<file path="src/rtl/bictr_mon_pkg.sv">
// bictr_mon_pkg: shared types and helpers for the up/down counter monitor.
//   - bictr_state_e : monitor FSM states (SYNC, CHECK, HALT)
//   - bictr_next()  : reference next-count function; works on BICTR_MAX_W
//                     bits so callers of any width <= 63 can zero-extend
//                     their operands and truncate the result.
// Optional macro BICTR_DCNTO_MON_COVER_EN adds the cover-counter indices.
package bictr_mon_pkg;

  localparam int unsigned BICTR_MAX_W = 64;

  typedef enum logic [1:0] {
    ST_SYNC  = 2'd0,
    ST_CHECK = 2'd1,
    ST_HALT  = 2'd2
  } bictr_state_e;

`ifdef BICTR_DCNTO_MON_COVER_EN
  localparam int unsigned BICTR_COV_NUM     = 4;
  localparam int unsigned BICTR_COV_LOAD    = 0;
  localparam int unsigned BICTR_COV_WRAP_UP = 1;
  localparam int unsigned BICTR_COV_WRAP_DN = 2;
  localparam int unsigned BICTR_COV_TERCNT  = 3;
`endif

  // Load (active-low) beats count enable; counting wraps modulo the
  // caller's width once the caller truncates the result.
  function automatic logic [BICTR_MAX_W-1:0] bictr_next(
    input logic [BICTR_MAX_W-1:0] cur,
    input logic                   load,
    input logic                   cen,
    input logic                   up_dn,
    input logic [BICTR_MAX_W-1:0] data
  );
    logic [BICTR_MAX_W-1:0] nxt;
    if (!load) begin
      nxt = data;
    end else if (cen) begin
      if (up_dn) begin
        nxt = cur + BICTR_MAX_W'(1);
      end else begin
        nxt = cur - BICTR_MAX_W'(1);
      end
    end else begin
      nxt = cur;
    end
    return nxt;
  endfunction

endpackage

</file>
<file path="src/rtl/bictr_mon_capture.sv">
// bictr_mon_capture: saturating mismatch counter plus first-failure capture.
// Ports:
//   clk, reset (async active-low), clr (sync clear, wins over mismatch)
//   mismatch         : qualified mismatch strobe for this cycle
//   exp, act, cyc    : expected count, observed count, cycle stamp to capture
//   err_cnt          : saturating mismatch count
//   first_err_*      : sticky capture of the first mismatch since reset/clr
module bictr_mon_capture
  import bictr_mon_pkg::*;
#(
  parameter int unsigned WIDTH = 8,
  parameter int unsigned ERR_W = 8,
  parameter int unsigned CYC_W = 16
) (
  input  logic             clk,
  input  logic             reset,
  input  logic             clr,
  input  logic             mismatch,
  input  logic [WIDTH-1:0] exp,
  input  logic [WIDTH-1:0] act,
  input  logic [CYC_W-1:0] cyc,
  output logic [ERR_W-1:0] err_cnt,
  output logic             first_err_valid,
  output logic [WIDTH-1:0] first_err_exp,
  output logic [WIDTH-1:0] first_err_act,
  output logic [CYC_W-1:0] first_err_cyc
);

  logic [ERR_W-1:0] err_cnt_q;
  logic             valid_q;
  logic [WIDTH-1:0] exp_q;
  logic [WIDTH-1:0] act_q;
  logic [CYC_W-1:0] cyc_q;

  // Error count saturates; capture fields latch only on the first mismatch.
  always_ff @(posedge clk or negedge reset) begin
    if (!reset) begin
      err_cnt_q <= '0;
      valid_q   <= 1'b0;
      exp_q     <= '0;
      act_q     <= '0;
      cyc_q     <= '0;
    end else if (clr) begin
      err_cnt_q <= '0;
      valid_q   <= 1'b0;
      exp_q     <= '0;
      act_q     <= '0;
      cyc_q     <= '0;
    end else if (mismatch) begin
      if (err_cnt_q != {ERR_W{1'b1}}) begin
        err_cnt_q <= err_cnt_q + ERR_W'(1);
      end else begin
        err_cnt_q <= err_cnt_q;
      end
      if (!valid_q) begin
        valid_q <= 1'b1;
        exp_q   <= exp;
        act_q   <= act;
        cyc_q   <= cyc;
      end else begin
        valid_q <= valid_q;
      end
    end else begin
      err_cnt_q <= err_cnt_q;
    end
  end

  assign err_cnt         = err_cnt_q;
  assign first_err_valid = valid_q;
  assign first_err_exp   = exp_q;
  assign first_err_act   = act_q;
  assign first_err_cyc   = cyc_q;

endmodule

</file>
<file path="src/rtl/bictr_dcnto_monitor.sv">
// bictr_dcnto_monitor: passive checker for an up/down counter with load and
// terminal count. Keeps a shadow copy of the counter (seeded from the
// observed count in SYNC), compares count/tercnt in CHECK, pulses err one
// cycle after each mismatch and records the first failure.
// Ports: clk, reset (async active-low), chk_en, clr; observed DUT pins load
// (active-low), cen, up_dn, data, count_to, count, tercnt; outputs err,
// err_cnt, first_err_valid/exp/act/cyc, halted.
// Optional macro BICTR_DCNTO_MON_COVER_EN adds cov_load, cov_wrap_up,
// cov_wrap_dn, cov_tercnt saturating event counters.
module bictr_dcnto_monitor
  import bictr_mon_pkg::*;
#(
  parameter int unsigned WIDTH       = 8,
  parameter int unsigned ERR_W       = 8,
  parameter int unsigned CYC_W       = 16,
  parameter bit          STOP_ON_ERR = 1'b0
) (
  input  logic             clk,
  input  logic             reset,
  input  logic             chk_en,
  input  logic             clr,
  input  logic             load,
  input  logic             cen,
  input  logic             up_dn,
  input  logic [WIDTH-1:0] data,
  input  logic [WIDTH-1:0] count_to,
  input  logic [WIDTH-1:0] count,
  input  logic             tercnt,
  output logic             err,
  output logic [ERR_W-1:0] err_cnt,
  output logic             first_err_valid,
  output logic [WIDTH-1:0] first_err_exp,
  output logic [WIDTH-1:0] first_err_act,
  output logic [CYC_W-1:0] first_err_cyc,
  output logic             halted
`ifdef BICTR_DCNTO_MON_COVER_EN
  ,
  output logic [ERR_W-1:0] cov_load,
  output logic [ERR_W-1:0] cov_wrap_up,
  output logic [ERR_W-1:0] cov_wrap_dn,
  output logic [ERR_W-1:0] cov_tercnt
`endif
);

  bictr_state_e           state_q;
  logic [WIDTH-1:0]       shadow_q;
  logic [CYC_W-1:0]       cyc_q;
  logic                   err_q;
  logic                   halted_q;

  logic [BICTR_MAX_W-1:0] cnt_ext_d;
  logic [BICTR_MAX_W-1:0] shd_ext_d;
  logic [BICTR_MAX_W-1:0] dat_ext_d;
  logic [BICTR_MAX_W-1:0] nxt_cnt_full_d;
  logic [BICTR_MAX_W-1:0] nxt_shd_full_d;
  logic                   exp_tercnt_d;
  logic                   mismatch_d;
  logic                   unused_hi_s;

  // Next-value prediction from both the observed count and the shadow,
  // plus the qualified mismatch for this cycle.
  always_comb begin
    cnt_ext_d              = '0;
    cnt_ext_d[WIDTH-1:0]   = count;
    shd_ext_d              = '0;
    shd_ext_d[WIDTH-1:0]   = shadow_q;
    dat_ext_d              = '0;
    dat_ext_d[WIDTH-1:0]   = data;
    nxt_cnt_full_d = bictr_next(cnt_ext_d, load, cen, up_dn, dat_ext_d);
    nxt_shd_full_d = bictr_next(shd_ext_d, load, cen, up_dn, dat_ext_d);
    exp_tercnt_d   = (shadow_q == count_to);
    if (state_q == ST_CHECK) begin
      mismatch_d = chk_en & ((count != shadow_q) | (tercnt != exp_tercnt_d));
    end else begin
      mismatch_d = 1'b0;
    end
  end

  // Bits above WIDTH only matter for wide callers of the shared helper.
  assign unused_hi_s = ^{nxt_cnt_full_d[BICTR_MAX_W-1:WIDTH],
                         nxt_shd_full_d[BICTR_MAX_W-1:WIDTH]};

  // Monitor FSM with shadow counter, cycle stamp and registered err/halted.
  always_ff @(posedge clk or negedge reset) begin
    if (!reset) begin
      state_q  <= ST_SYNC;
      shadow_q <= '0;
      cyc_q    <= '0;
      err_q    <= 1'b0;
      halted_q <= 1'b0;
    end else if (clr) begin
      // Clear wins over any mismatch this cycle and forces a resync.
      state_q  <= ST_SYNC;
      shadow_q <= shadow_q;
      cyc_q    <= '0;
      err_q    <= 1'b0;
      halted_q <= 1'b0;
    end else begin
      cyc_q <= cyc_q + CYC_W'(1);
      err_q <= mismatch_d;
      case (state_q)
        ST_SYNC: begin
          shadow_q <= nxt_cnt_full_d[WIDTH-1:0];
          state_q  <= ST_CHECK;
          halted_q <= 1'b0;
        end
        ST_CHECK: begin
          shadow_q <= nxt_shd_full_d[WIDTH-1:0];
          if (mismatch_d && STOP_ON_ERR) begin
            state_q  <= ST_HALT;
            halted_q <= 1'b1;
          end else begin
            state_q  <= ST_CHECK;
            halted_q <= 1'b0;
          end
        end
        ST_HALT: begin
          shadow_q <= shadow_q;
          state_q  <= ST_HALT;
          halted_q <= 1'b1;
        end
        default: begin
          shadow_q <= shadow_q;
          state_q  <= ST_SYNC;
          halted_q <= 1'b0;
        end
      endcase
    end
  end

  bictr_mon_capture #(
    .WIDTH (WIDTH),
    .ERR_W (ERR_W),
    .CYC_W (CYC_W)
  ) u_capture (
    .clk             (clk),
    .reset           (reset),
    .clr             (clr),
    .mismatch        (mismatch_d),
    .exp             (shadow_q),
    .act             (count),
    .cyc             (cyc_q),
    .err_cnt         (err_cnt),
    .first_err_valid (first_err_valid),
    .first_err_exp   (first_err_exp),
    .first_err_act   (first_err_act),
    .first_err_cyc   (first_err_cyc)
  );

  assign err    = err_q;
  assign halted = halted_q;

`ifdef BICTR_DCNTO_MON_COVER_EN
  logic [BICTR_COV_NUM-1:0] cov_hit_d;
  logic [ERR_W-1:0]         cov_q [BICTR_COV_NUM];

  // Coverage events are only meaningful while actively checking.
  always_comb begin
    cov_hit_d = '0;
    if ((state_q == ST_CHECK) && chk_en) begin
      cov_hit_d[BICTR_COV_LOAD]    = ~load;
      cov_hit_d[BICTR_COV_WRAP_UP] = load & cen & up_dn & (shadow_q == {WIDTH{1'b1}});
      cov_hit_d[BICTR_COV_WRAP_DN] = load & cen & ~up_dn & (shadow_q == {WIDTH{1'b0}});
      cov_hit_d[BICTR_COV_TERCNT]  = exp_tercnt_d;
    end else begin
      cov_hit_d = '0;
    end
  end

  // Saturating cover counters, cleared by reset and clr.
  always_ff @(posedge clk or negedge reset) begin
    if (!reset) begin
      for (int i = 0; i < BICTR_COV_NUM; i++) cov_q[i] <= '0;
    end else if (clr) begin
      for (int i = 0; i < BICTR_COV_NUM; i++) cov_q[i] <= '0;
    end else begin
      for (int i = 0; i < BICTR_COV_NUM; i++) begin
        if (cov_hit_d[i] && (cov_q[i] != {ERR_W{1'b1}})) begin
          cov_q[i] <= cov_q[i] + ERR_W'(1);
        end else begin
          cov_q[i] <= cov_q[i];
        end
      end
    end
  end

  assign cov_load    = cov_q[BICTR_COV_LOAD];
  assign cov_wrap_up = cov_q[BICTR_COV_WRAP_UP];
  assign cov_wrap_dn = cov_q[BICTR_COV_WRAP_DN];
  assign cov_tercnt  = cov_q[BICTR_COV_TERCNT];
`endif

endmodule

</file>
<file path="config.mk">
export PLATFORM = sky130hd
export DESIGN_NAME = bictr_dcnto_monitor
export DESIGN_NICKNAME = d
export VERILOG_FILES = /design/src/rtl/bictr_mon_pkg.sv /design/src/rtl/bictr_mon_capture.sv /design/src/rtl/bictr_dcnto_monitor.sv
export SDC_FILE = /design/constraint.sdc
export NUM_CORES = 1
export LEC_CHECK = 0
export CAP_MARGIN = 20
export CORE_UTILIZATION = 55
export DETAILED_ROUTE_END_ITERATION = 8
export GPL_TIMING_DRIVEN = 1
export PLACE_DENSITY_LB_ADDON = 0.08
export SKIP_LAST_GASP = 1
export SLEW_MARGIN = 30
export SYNTH_ARGS = -nofsm -noshare
export SYNTH_HDL_FRONTEND = slang
export SYNTH_SLANG_ARGS = --single-unit
</file>
<file path="constraint.sdc">
create_clock -name clk -period 5.4 [get_ports clk]
set_input_delay 1.08 -clock clk [delete_from_list [all_inputs] [get_ports clk]]
set_output_delay 1.08 -clock clk [all_outputs]
set_load 0.02 [all_outputs]
</file>
==> results.tsv, run 1 <==
stage	metric	value	unit
clocking	clock-pin slew on the worst setup and hold paths	0.08	ns
synth	area share of fa/ha/maj cells after synthesis	0.0535	
layout	layout cells sized above 1	0.0655	
clocking	clock root buffer	clkbuf_8	
layout	area grow syn2layout	23.6	%
placed_design	Routability Congestion	0.867	
worst_setup_path	Worst Setup End Kind	register	
clocking	TritonCTS Buffers	9	
synth	Seq/Total Area, Yosys	0.430	
sta	setup TNS	0	ns
sta	Final Hold Fails	0	
route	WL final	9.13	mm
sta	Layout Skew	0.00854	ns
outcome	run status	finished, final reports clean	
synth	top_reg_cell synth	dfrtp_1	
clocking	CTS sink cnt	69	
worst_setup_path	worst reg2reg setup slack	2.83	ns
pwr	worst vdd ir	158	uV
worst_setup_path	r2r worst-path depth	6	
worst_setup_path	Worst Path Required	5.63	ns
clocking	Hold Buf Count CTS	0	
synth	Simple-Gate Fraction of Synth Area	0.168	
synth	mux cell area share after synthesis	0.100	
synth	Synth area leader	dfrtp_1	
worst_hold_path	Hold Crit Class	register to register	
global_routing	grt ovf	0	
sta	Tmin final	3.53	ns
global_routing	vias in the first global route	3146	
worst_setup_path	Setup crit start kind	input pin	
global_routing	initial antenna violation count	0	
clocking	clock buffer depth	2	
worst_setup_path	Worst setup endpoint	shadow_q[7]	
synth	async set-or-reset flop fraction in the synthesized netlist	1.00	
synth	combinational family with the most area after synthesis	simple AND/OR/NAND/NOR gates	
synth	Yosys top cell area share	0.430	
clocking	CTS tree	yes	
die	initial core utilization	0.579	
synth	post-synthesis net count	448	
sta	Final Slew Violations	0	
route	Via-to-Cell Ratio	5.67	
pwr	Leak	0.00214	uW
worst_setup_path	crit path DAT	3.76	ns
global_routing	largest net degree at the start of global routing	64	
global_routing	global-route wire length before repair	14.9	mm
clocking	H-tree Lvls	3	
synth	post-synthesis cell type count	48	
placed_design	I/O Buffers	74	
route	DRT Pass-1 Iters	4	
clocking	total setup buffers inserted after CTS	0	
sta	Tcrit/Tclk final	0.654	
placed_design	hpwl dp	6.46	mm
synth	synth top area cells	dfrtp_1 (43%), mux2i_1 (9.5%), nor2_1 (6.0%), xnor2_1 (4.8%), ha_1 (4.4%)	
pwr	Cell Pwr Density	272	mW/mm^2
synth	flops & latches, synth	69	
synth	Cell Area, Synth	0.00402	sq mm
route	Remaining DRCs	0	
layout	ANT cells	0	
run	max cap viols	0	
synth	area fraction in compound gates after synthesis	0.115	
clocking	clock insertion delay at the later pin of the skew report	0.35	ns
synth	top post-synthesis cells by count	dfrtp_1 (69), nor2_1 (64), mux2i_1 (38)	
die	Die H	87.5	microns
die	Core ar.	0.00694	sq mm
die	full die area	0.00765	sq mm
worst_setup_path	Worst Path Max Fanout	17	
synth	most common cell in the netlist	dfrtp_1	
pwr	power consumption	1350	uW
synth	cells after synthesis	400	
synth	XOR/XNOR share of the synthesized area	0.0890	
sta	Worst-Margin Slew	0.793	ns
route	post-route ant nets	0	
synth	mean area per synthesized cell	10.0	sq um
placed_design	dpl cells	553	
sta	Setup Viol. Count Final	0	
layout	final non-filler cell total	569	
global_routing	Total Routing Usage GR	0.260	
sta	unrepaired setup endpoints after global routing	no	
synth	Post-synth EDFFs	0	
die	top-level port count	75	
worst_setup_path	CP Launch Point	up_dn	
clocking	# resized after CTS	0	
route	Iter 0 DRT Violations	122	
route	vias	3224	
route	WL/cell	16.0	microns
die	die span in x	87.5	microns
sta	Worst slew margin	0.470	
worst_setup_path	critical path type	input pin to register	
worst_setup_path	reg-to-reg critical path endpoint	u_capture.first_err_act[1]	
synth	yosys warns	0	
worst_setup_path	Worst R2R Start	state_q[0]	
layout	final net count	516	
die	row cnt	30	
sta	achievable frequency	283	MHz
cell usage in the layout (no fill, tap or decap), types with 3 or more instances in the layout:
cell type	Yosys	final
or3_1	5	5
nor2b_1	3	3
o21ai_0	17	16
dfrtp_1	69	69
xor2_1	17	17
a21oi_1	26	26
inv_1	6	6
buf_4	0	3
and3_1	7	7
a21o_1	3	3
nor3b_1	3	3
xnor2_1	22	22
nor2_1	64	64
nand4_1	8	8
clkbuf_8	3	10
ha_1	14	14
nand2b_1	6	6
a211oi_1	5	5
clkdlybuf4s50_1	0	72
nand2_1	20	20
nand3_1	8	8
and4_1	4	4
o211ai_1	5	5
mux2i_1	38	38
state kept, by name (all words and copies together), names as in the netlist:
signal	flops
u_capture.err_cnt	8
u_capture.first_err_cyc	16
halted	1
err	1
u_capture.first_err_valid	1
shadow_q	8
u_capture.first_err_act	8
u_capture.first_err_exp	8
cyc_q	16
state_q	2
critical path, cell delays in order:
cell	delay, ns
clkdlybuf4s50_1	0.45
inv_1	0.50
ha_1	0.36
a211oi_1	0.29
o211ai_1	0.16
o211a_1	0.13
or3_1	0.38
nor4_1	0.31
a211oi_1	0.08
routing by layer:
metal | vias to the layer above | GRT usage | part of all wire
met2 | 89 | 0.430 | 0.49
met3 | 16 | 0.0569 | 0.042
met4 | 0 | 0.109 | 0.019
met5 | - | 0 | 0
li1 | 1544 | - | -
met1 | 1575 | 0.329 | 0.44
how the worst min path moves through the flow:
| stage | endpoint | slack, ns | depth (start not counted) | start |
|---|---|---|---|---|
| 2_1_floorplan | cyc_q[0] | 0.44 | 1 | cyc_q[0] |
| 3_3_place_gp | cyc_q[0] | 0.47 | 1 | cyc_q[0] |
| 3_5_place_dp | cyc_q[0] | 0.49 | 1 | cyc_q[0] |
| 4_1_cts | state_q[1] | 0.50 | 1 | state_q[0] |
| 5_1_grt | state_q[1] | 0.51 | 1 | state_q[0] |
| 6_report | cyc_q[0] | 0.49 | 1 | cyc_q[0] |
cell families (layout without fill, tap and decap cells):
group           count (synthesis)  in the layout
fa+ha+maj                      16             16
compound gates                 70             70
mux                            40             40
flops                          69             69
simple gates                  139            139
xor+xnor                       40             40
buf+inv                        26             99
metrics by stage:
step | instance area [sq um] | utilization | hold slack, ns | setup slack [ns]
3_5_place_dp | 4740 | 0.682 | 0.489 | 1.59
5_1_grt | 4970 | 0.715 | 0.511 | 1.75
6_report | 4970 | 0.715 | 0.490 | 1.87
4_1_cts | 4970 | 0.715 | 0.499 | 1.93
3_3_place_gp | 4740 | 0.682 | 0.468 | 1.66
2_1_floorplan | 4020 | - | 0.438 | 2.34
area by class of cell:
class | instances | area [sq um]
Tap cell | 96 | 120
Inverter | 6 | 22.5
Clock buffer | 10 | 138
Fill cell | 555 | 1980
Timing Repair Buffer | 77 | 753
Multi-Input combinational cell | 305 | 2110
Sequential cell | 69 | 1730
Clock inverter | 6 | 93.8
power by group:
group          total, uW  switching (uW)  internal (uW)  leakage (uW)
registers            578            39.8            538      0.000935
logic                280             147            133       0.00109
clock network        494             218            277      0.000113
total               1350             405            948       0.00214
(Power assumes the default switching activity.)
==> inputs of run 2 (changes only) <==
--- a/config.mk
+++ b/config.mk
@@ -6,7 +6,7 @@
 export NUM_CORES = 1
 export LEC_CHECK = 0
 export CAP_MARGIN = 20
-export CORE_UTILIZATION = 55
+export CORE_UTILIZATION = 48
 export DETAILED_ROUTE_END_ITERATION = 8
 export GPL_TIMING_DRIVEN = 1
 export PLACE_DENSITY_LB_ADDON = 0.08
==> constraint.sdc (replaced) <==
create_clock -name clk -period 3 [get_ports clk]
set_input_delay 0.6 -clock clk [delete_from_list [all_inputs] [get_ports clk]]
set_output_delay 0.6 -clock clk [all_outputs]
set_load 0.02 [all_outputs]
==> results.tsv, run 2 (same netlist as run 1, synthesis figures left out) <==
stage	metric	value	unit
global_routing	vias in the first global route	3112	
worst_setup_path	crit-path leading delay family	compound AO/OA/AOI/OAI gates	
clocking	total setup buffers inserted after CTS	0	
die	row cnt	33	
placed_design	hpwl dp	6.90	mm
worst_setup_path	Worst Path Required	3.24	ns
global_routing	global-route wire length before repair	15.4	mm
placed_design	Routability Congestion	0.898	
worst_hold_path	Hold Crit Class	input pin to asynchronous set/reset pin	
worst_setup_path	critical path type	input pin to register	
worst_setup_path	Slowest-stage cell, CP	clkdlybuf4s50_1	
worst_setup_path	crit path DAT	2.99	ns
sta	Worst slew margin	0.542	
worst_setup_path	worst path bufs/invs	3	
layout	most frequent cells in the layout	clkdlybuf4s50_1 (72), dfrtp_1 (69), nor2_1 (64)	
sta	Layout Skew	0.00827	ns
worst_setup_path	Worst Setup End Kind	register	
layout	layout cells sized above 1	0.112	
worst_setup_path	Worst Path Max Fanout	12	
clocking	CTS sink cnt	69	
route	Iter 0 DRT Violations	169	
route	post-route ant nets	0	
global_routing	Total Routing Usage GR	0.230	
route	Via-to-Cell Ratio	5.34	
worst_setup_path	Setup crit start kind	input pin	
sta	Tmin final	2.75	ns
global_routing	grt ovf	0	
global_routing	initial antenna violation count	0	
clocking	Hold Buf Count CTS	0	
pwr	worst vdd ir	245	uV
route	WL/cell	15.5	microns
placed_design	I/O Buffers	74	
clocking	TritonCTS Buffers	9	
sta	achievable frequency	364	MHz
sta	setup TNS	0	ns
sta	Tcrit/Tclk final	0.916	
clocking	clock buffer depth	2	
worst_setup_path	max incr delay on CP	0.49	ns
sta	Final Hold Fails	0	
sta	Worst Slack Setup Final	0.252	ns
clocking	clock-pin slew on the worst setup and hold paths	0.08	ns
layout	ANT cells	0	
global_routing	largest net degree at the start of global routing	63	
clocking	CTS tree	yes	
placed_design	pre-CTS WS	-0.0767	ns
clocking	clock root buffer	clkbuf_8	
pwr	power consumption	2290	uW
placed_design	dpl cells	587	
die	full die area	0.00874	sq mm
sta	Setup Viol. Count Final	0	
worst_setup_path	worst-path cell chain	clkdlybuf4s50_1, inv_1, buf_4, ha_1, nand3_1, o2111ai_1, o211ai_1, xnor2_1, a211o_2, a211oi_1	
route	vias	3221	
clocking	clock insertion delay at the later pin of the skew report	0.34	ns
outcome	run status	finished, final reports clean	
die	initial core utilization	0.492	
sta	Worst-Margin Slew	0.687	ns
route	DRT Pass-1 Iters	4	
route	Remaining DRCs	0	
sta	Min Hold Slack	0.297	ns
layout	area grow syn2layout	28.0	%
pwr	Cell Pwr Density	445	mW/mm^2
run	max cap viols	0	
sta	Final Slew Violations	0	
die	Die H	93.5	microns
die	die span in x	93.5	microns
clocking	# resized after CTS	0	
die	Core ar.	0.00818	sq mm
clocking	H-tree Lvls	3	
layout	final non-filler cell total	603	
route	WL final	9.33	mm
sta	unrepaired setup endpoints after global routing	no	
layout	most common cell after layout, fill and taps aside	clkdlybuf4s50_1	
pwr	Leak	0.00224	uW
layout	final net count	541	
die	top-level port count	75	
run 2: cell count changes in the layout (fill, tap and decap cells not counted), sizes merged:
cell,delta
clkinv,+1
clkbuf,+1
buf,+25
clkinvlp,+1
bufinv,-2
inv,-1
run 2: per-layer routing:
metal | up-vias | track usage | routed length [microns] | share of wire
met5 | - | 0 | 0 | 0
met4 | 0 | 0.0603 | 83 | 0.0089
met3 | 9 | 0.0472 | 376 | 0.040
met2 | 80 | 0.366 | 4340 | 0.47
met1 | 1533 | 0.319 | 4530 | 0.49
li1 | 1599 | - | - | -
run 2: worst paths after layout:
kind / from / to / slack, ns / cells after the start
worst min register to register: cyc_q[0] / cyc_q[0] / 0.48 / 1
worst max register to register: shadow_q[0] / u_capture.first_err_exp[1] / 0.64 / 7
min in group clk: clr / state_q[0] / 0.48 / 2
worst min-delay path: reset / u_capture.first_err_cyc[4] / 0.30 / 1
max in group asynchronous: reset / u_capture.first_err_act[4] / 2.04 / 2
worst max-delay path: up_dn / shadow_q[7] / 0.25 / 10
run 2: worst register-to-register path: cells and delay by family (launching register included):
| kind | cells | cell delay, ns |
|---|---|---|
| muxes | 1 | 0.30 |
| and+or+nand+nor | 3 | 0.58 |
| buffers and inverters | 1 | 0.26 |
| DFF | 1 | 0.53 |
| AOI/OAI and AO/OA | 1 | 0.30 |
| xor gates and xnor gates | 1 | 0.26 |
run 2: power breakdown:
part / switching, uW / internal, uW
sequential: 67.1 / 970
clock: 350 / 345
combinational: 275 / 282
run 2: area by class of cell:
type | count | area, sq um
fill | 716 | 3030
multi-input combinational | 305 | 2110
sequential | 69 | 1730
timing repair buffer | 102 | 966
clock buffer | 11 | 151
tap | 105 | 131
clock inverter | 5 | 33.8
inverter | 6 | 22.5
run 2: through the flow:
| stage | cell area (sq um) | utilization |
|---|---|---|
| 2_1_floorplan | 4020 | - |
| 3_3_place_gp | 4960 | 0.607 |
| 3_5_place_dp | 4960 | 0.607 |
| 4_1_cts | 5140 | 0.629 |
| 5_1_grt | 5140 | 0.629 |
| 6_report | 5140 | 0.629 |
==> inputs of run 3 (changes only) <==
--- a/config.mk
+++ b/config.mk
@@ -6,7 +6,7 @@
 export NUM_CORES = 1
 export LEC_CHECK = 0
 export CAP_MARGIN = 20
-export CORE_UTILIZATION = 48
+export CORE_UTILIZATION = 47
 export DETAILED_ROUTE_END_ITERATION = 8
 export GPL_TIMING_DRIVEN = 1
 export PLACE_DENSITY_LB_ADDON = 0.08
@@ -14,4 +14,5 @@
 export SLEW_MARGIN = 30
 export SYNTH_ARGS = -nofsm -noshare
 export SYNTH_HDL_FRONTEND = slang
+export SYNTH_HIERARCHICAL = 1
 export SYNTH_SLANG_ARGS = --single-unit
==> results.tsv, run 3 <==
stage	metric	value	unit
outcome	run status	finished, final reports clean	
route	DRT Pass-1 Iters	5	
synth	async set-or-reset flop fraction in the synthesized netlist	1.00	
pwr	NetSw	735	uW
worst_setup_path	worst-path cell chain	clkdlybuf4s50_1, inv_1, buf_4, ha_1, nand3_1, o2111ai_1, o211ai_2, xnor2_1, a211o_1, a211oi_1	
clocking	Hold Buf Count CTS	0	
worst_setup_path	Worst Path Max Fanout	8	
worst_setup_path	crit-path leading delay family	compound AO/OA/AOI/OAI gates	
synth	Cell Area, Synth	0.00383	sq mm
placed_design	hpwl dp	6.80	mm
route	WL/cell	16.2	microns
route	Via-to-Cell Ratio	5.65	
sta	Final Hold Fails	0	
synth	post-synthesis cell type count	48	
global_routing	M1 GR Usage	0.316	
route	post-route ant nets	0	
layout	area grow syn2layout	32.3	%
worst_setup_path	Critical Path Stages	10	
global_routing	GR Util met3	0.0473	
clocking	CTS tree	yes	
worst_setup_path	Worst R2R Start	shadow_q[0]	
pwr	combinational group share of total power	0.232	
worst_setup_path	Worst Path Required	3.26	ns
clocking	clock root buffer	clkbuf_8	
route	vias	3221	
synth	top_reg_cell synth	dfrtp_1	
synth	synth top area cells	dfrtp_1 (45%), a22o_1 (7.3%), xnor2_1 (4.8%), ha_1 (4.6%), xor2_1 (4.1%)	
layout	final non-filler cell total	570	
layout	layout cells sized above 1	0.120	
synth	mean area per synthesized cell	10.4	sq um
run	max cap viols	0	
die	Die H	92.2	microns
layout	final net count	511	
worst_setup_path	Worst Setup End Kind	register	
pwr	worst vdd ir	239	uV
synth	top post-synthesis cells by count	dfrtp_1 (69), a22o_1 (32), nor2_1 (28)	
sta	Tcrit/Tclk final	0.883	
synth	Post-synth EDFFs	0	
sta	Worst slew margin	0.487	
global_routing	initial antenna violation count	0	
layout	area occupied by multi-input gates	0.00198	sq mm
clocking	clock insertion delay at the later pin of the skew report	0.35	ns
synth	Yosys top cell area share	0.451	
placed_design	I/O Buffers	74	
clocking	clock buffer depth	2	
global_routing	largest net degree at the start of global routing	38	
clocking	CTS sink cnt	69	
route	Iter 0 DRT Violations	110	
clocking	TritonCTS Buffers	9	
worst_setup_path	crit path DAT	2.91	ns
pwr	Reg power frac	0.434	
layout	most frequent cells in the layout	clkdlybuf4s50_1 (73), dfrtp_1 (69), a22o_1 (32)	
global_routing	Total Routing Usage GR	0.239	
worst_setup_path	max incr delay on CP	0.48	ns
worst_setup_path	worst reg2reg setup slack	0.58	ns
worst_hold_path	Hold Crit Class	input pin to asynchronous set/reset pin	
die	row cnt	32	
sta	Tmin final	2.65	ns
synth	flops & latches, synth	69	
global_routing	vias in the first global route	3146	
die	top-level port count	75	
layout	most common cell after layout, fill and taps aside	clkdlybuf4s50_1	
layout	ANT cells	0	
placed_design	Routability Congestion	0.863	
global_routing	grt ovf	0	
route	Remaining DRCs	0	
sta	achievable frequency	377	MHz
pwr	Clk pwr share	0.334	
worst_setup_path	Setup crit start kind	input pin	
sta	Final Slew Violations	0	
sta	Layout Skew	0.0184	ns
worst_setup_path	Slowest-stage cell, CP	clkdlybuf4s50_1	
worst_setup_path	worst path bufs/invs	3	
synth	Seq/Total Area, Yosys	0.451	
pwr	Cell Pwr Density	475	mW/mm^2
synth	post-synthesis net count	415	
die	full die area	0.00851	sq mm
pwr	switching share of power	0.306	
global_routing	gr busiest metal	met2	
layout	Storage cell area	0.00173	sq mm
sta	unrepaired setup endpoints after global routing	no	
placed_design	dpl cells	554	
synth	cells after synthesis	367	
clocking	total setup buffers inserted after CTS	0	
worst_setup_path	CP Launch Point	up_dn	
sta	Worst-Margin Slew	0.770	ns
clocking	clock-pin slew on the worst setup and hold paths	0.08	ns
layout	fillers	676	
global_routing	global-route wire length before repair	15.7	mm
synth	Synth area leader	dfrtp_1	
route	WL final	9.22	mm
worst_setup_path	r2r worst-path depth	9	
pwr	Leak	0.00220	uW
die	initial core utilization	0.490	
die	Core ar.	0.00781	sq mm
die	die span in x	92.2	microns
pwr	Internal	1670	uW
synth	yosys warns	6	
sta	Setup Viol. Count Final	0	
clocking	H-tree Lvls	3	
global_routing	GR met2 Demand/Resource	0.395	
sta	setup TNS	0	ns
worst_setup_path	critical path type	input pin to register	
clocking	# resized after CTS	0	
synth	most common cell in the netlist	dfrtp_1	
run 3: cell types whose count changed in the layout (fill, tap and decap cells not counted), sizes merged, moves of 4 or more:
| cell | change |
|---|---|
| nor2 | -36 |
| nor3 | +6 |
| a31oi | +4 |
| a22o | +32 |
| mux2i | -33 |
| nand2 | -4 |
| o2111ai | +4 |
| nand3 | +6 |
| nor2b | +4 |
run 3: worst paths after layout:
| check | end |
|---|---|
| max | shadow_q[7] |
| min | u_capture/first_err_cyc[6] |
| max reg2reg | u_capture/first_err_act[5] |
| min reg2reg | cyc_q[0] |
| max in group asynchronous | cyc_q[13] |
| min in group clk | cyc_q[0] |
run 3: cells by family after synthesis:
logic type / count (synthesis) / share of synthesized area
simple gates: 108 / 0.148
compound gates: 103 / 0.199
flops: 69 / 0.451
xor+xnor: 39 / 0.0893
buf+inv: 24 / 0.0324
fa+ha+maj: 16 / 0.0562
mux: 8 / 0.0229
run 3: layout make-up:
| class | count | area share |
|---|---|---|
| tap | 102 | 0.0252 |
| clock buffer | 10 | 0.0272 |
| inverter | 8 | 0.00593 |
| sequential | 69 | 0.341 |
| multi-input combinational | 274 | 0.392 |
| timing repair buffer | 101 | 0.195 |
| clock inverter | 6 | 0.0136 |
run 3: per-stage QoR:
stage	total power, uW	worst slack [ns]	util	hold WS (ns)	cell area [sq um]
floorplan	1370	0.577	-	0.304	3830
global placement	1610	0.0736	0.622	0.485	4850
detailed placement	1620	0.00121	0.622	0.491	4850
CTS	2420	0.367	0.648	0.332	5060
global route	2530	0.248	0.648	0.371	5060
finish	2400	0.351	0.648	0.319	5060
run 3: power by group through the flow:
stage          Combinational [uW]  Clock (uW)  Sequential (uW)
4_1_cts                       560         818             1040
3_5_place_dp                  557           0             1060
2_1_floorplan                 316           0             1050
3_3_place_gp                  546           0             1060
5_1_grt                       619         861             1050
6_report                      557         804             1040
run 3: metal layers:
metal	vias to the layer above	wire length (microns)
met3	16	341
met5	-	0
met1	1574	4200
met4	0	171
li1	1552	-
met2	79	4500
==> variant (settings of run 3) <==
Add an input register stage for `count_to`, cleared by the reset; this delays it by one clock. The other inputs are not delayed to match.
--- a/src/rtl/bictr_dcnto_monitor.sv
+++ b/src/rtl/bictr_dcnto_monitor.sv
@@ -42,6 +42,16 @@
 `endif
 );
 
+  logic [WIDTH-1:0] count_to_q;
+
+  always_ff @(posedge clk or negedge reset) begin
+    if (!reset) begin
+      count_to_q <= '0;
+    end else begin
+      count_to_q <= count_to;
+    end
+  end
+
   bictr_state_e           state_q;
   logic [WIDTH-1:0]       shadow_q;
   logic [CYC_W-1:0]       cyc_q;
@@ -68,7 +78,7 @@
     dat_ext_d[WIDTH-1:0]   = data;
     nxt_cnt_full_d = bictr_next(cnt_ext_d, load, cen, up_dn, dat_ext_d);
     nxt_shd_full_d = bictr_next(shd_ext_d, load, cen, up_dn, dat_ext_d);
-    exp_tercnt_d   = (shadow_q == count_to);
+    exp_tercnt_d   = (shadow_q == count_to_q);
     if (state_q == ST_CHECK) begin
       mismatch_d = chk_en & ((count != shadow_q) | (tercnt != exp_tercnt_d));
     end else begin
Function: changed (Yosys sat finds a counterexample within 4 cycles, from zero or initial values and one cycle with reset low).
==> variant against run 3 <==
Power grew 1.5%; cell area grew 2.2%; final cell count grew 0.70%; worst hold slack lost 73 ps; critical path depth is the same; area after synthesis grew 3.8%; wire length grew 1.1%; sequential cell count grew 8; combinational power shrank 1%; setup slack gained 9.0 ps; synthesized cell count grew 0.82%; largest cell class unchanged; largest power group unchanged.
==> variant: results (changes against run 3) <==
| Metric | Value |
|---|---|
| M1 GR Usage | 0.315 (was 0.316) |
| Final core occ | 0.630 (was 0.648) |
| FILL cells | 684 (was 676) |
| Leakage | 2.26 nW (was 2.20 nW) |
| Largest net degree at the start of global routing | 78 (was 38) |
| Slew HR | 0.510 (was 0.487) |
| Ratio of cells with drive above 1 in the final layout | 0.115 (was 0.120) |
| Per-cell routed wire length | 16.2 µm (about the same) |
| Nets@finish | 512 (was 511) |
| DP HPWL | 6.86 mm (was 6.80 mm) |
| Max Clock Skew | 15.5 ps (was 18.4 ps) |
| Wire length of the first global-routing pass | 15.2 mm (was 15.7 mm) |
| Placed Area | 4980 µm² (was 4850 µm²) |
| Final Non-Filler Cells | 574 (was 570) |
| Syn Nets | 418 (was 415) |
| Top post-synthesis cells by count | dfrtp_1, a22o_1, nor2_1 (unchanged) |
| Inst Count DP | 558 (was 554) |
| Routed vias | 3120 (was 3221) |
| Met2 Resource Use GR | 0.357 (was 0.395) |
| Pre-CTS WS | -6.04 ps (was 1.21 ps) |
| Placer Congestion | 0.811 (was 0.863) |
| Register area share after synthesis | 0.485 (was 0.451) |
| Outcome | complete, no violations (unchanged) |
| Avg Inst Size Synth | 10.7 µm² (was 10.4 µm²) |
| VDD IR max | 0.000256 V (was 0.000239 V) |
| Crit-path max FO | 10 (was 8) |
| Total track usage | 0.227 (was 0.239) |
## variant: cell types whose count changed after synthesis, sizes merged, moves of 3 or more
cell,run 3,this run
nand2,16,21
dfrtp,69,77
or3,7,3
xor2,18,21
a21oi,24,20
o2111ai,5,1
o21ai,14,18
## variant: cell families after synthesis
logic type	after synthesis	share of synthesized area
AO/OA/AOI/OAI	97	0.178
flip-flops	77	0.485
multiplexers	8	0.0217
XOR/XNOR	42	0.0926
AND/OR/NAND/NOR	106	0.141
adder cells (fa/ha/maj)	16	0.0542
buffers and inverters	24	0.0274
## variant: power breakdown
part	internal (mW)	leakage [nW]	switching (mW)
logic	0.268	1.14	0.282
clock network	0.319	0.0903	0.433
registers	1.08	1.03	0.0565
total	1.67	2.26	0.772
## variant: path summary, 6_finish.rpt
path	end	depth (start not counted)	from	slack (ps)
worst max-delay path	shadow_q[7]	10	up_dn	360
worst min-delay path	shadow_q[4]	1	reset	250
worst max register to register	u_capture/first_err_act[5]	8	shadow_q[4]	460
worst min register to register	u_capture/first_err_exp[3]	1	u_capture/first_err_exp[3]	510
max in group asynchronous	count_to_q[0]	1	reset	2240
min in group clk	u_capture/first_err_exp[3]	1	u_capture/first_err_exp[3]	510
## variant: cell type report
class | instances | share of cell area
multi-input combinational | 269 | 0.376
clock inverter | 7 | 0.0123
timing repair buffer | 99 | 0.185
sequential | 77 | 0.372
tap | 105 | 0.0254
inverter | 8 | 0.00580
clock buffer | 9 | 0.0239
## variant: metal layers
layer | up-vias | wire length [µm]
met1 | 1499 | 4490
met4 | 0 | 211
met2 | 78 | 4280
met3 | 16 | 335
li1 | 1527 | -
met5 | - | 0
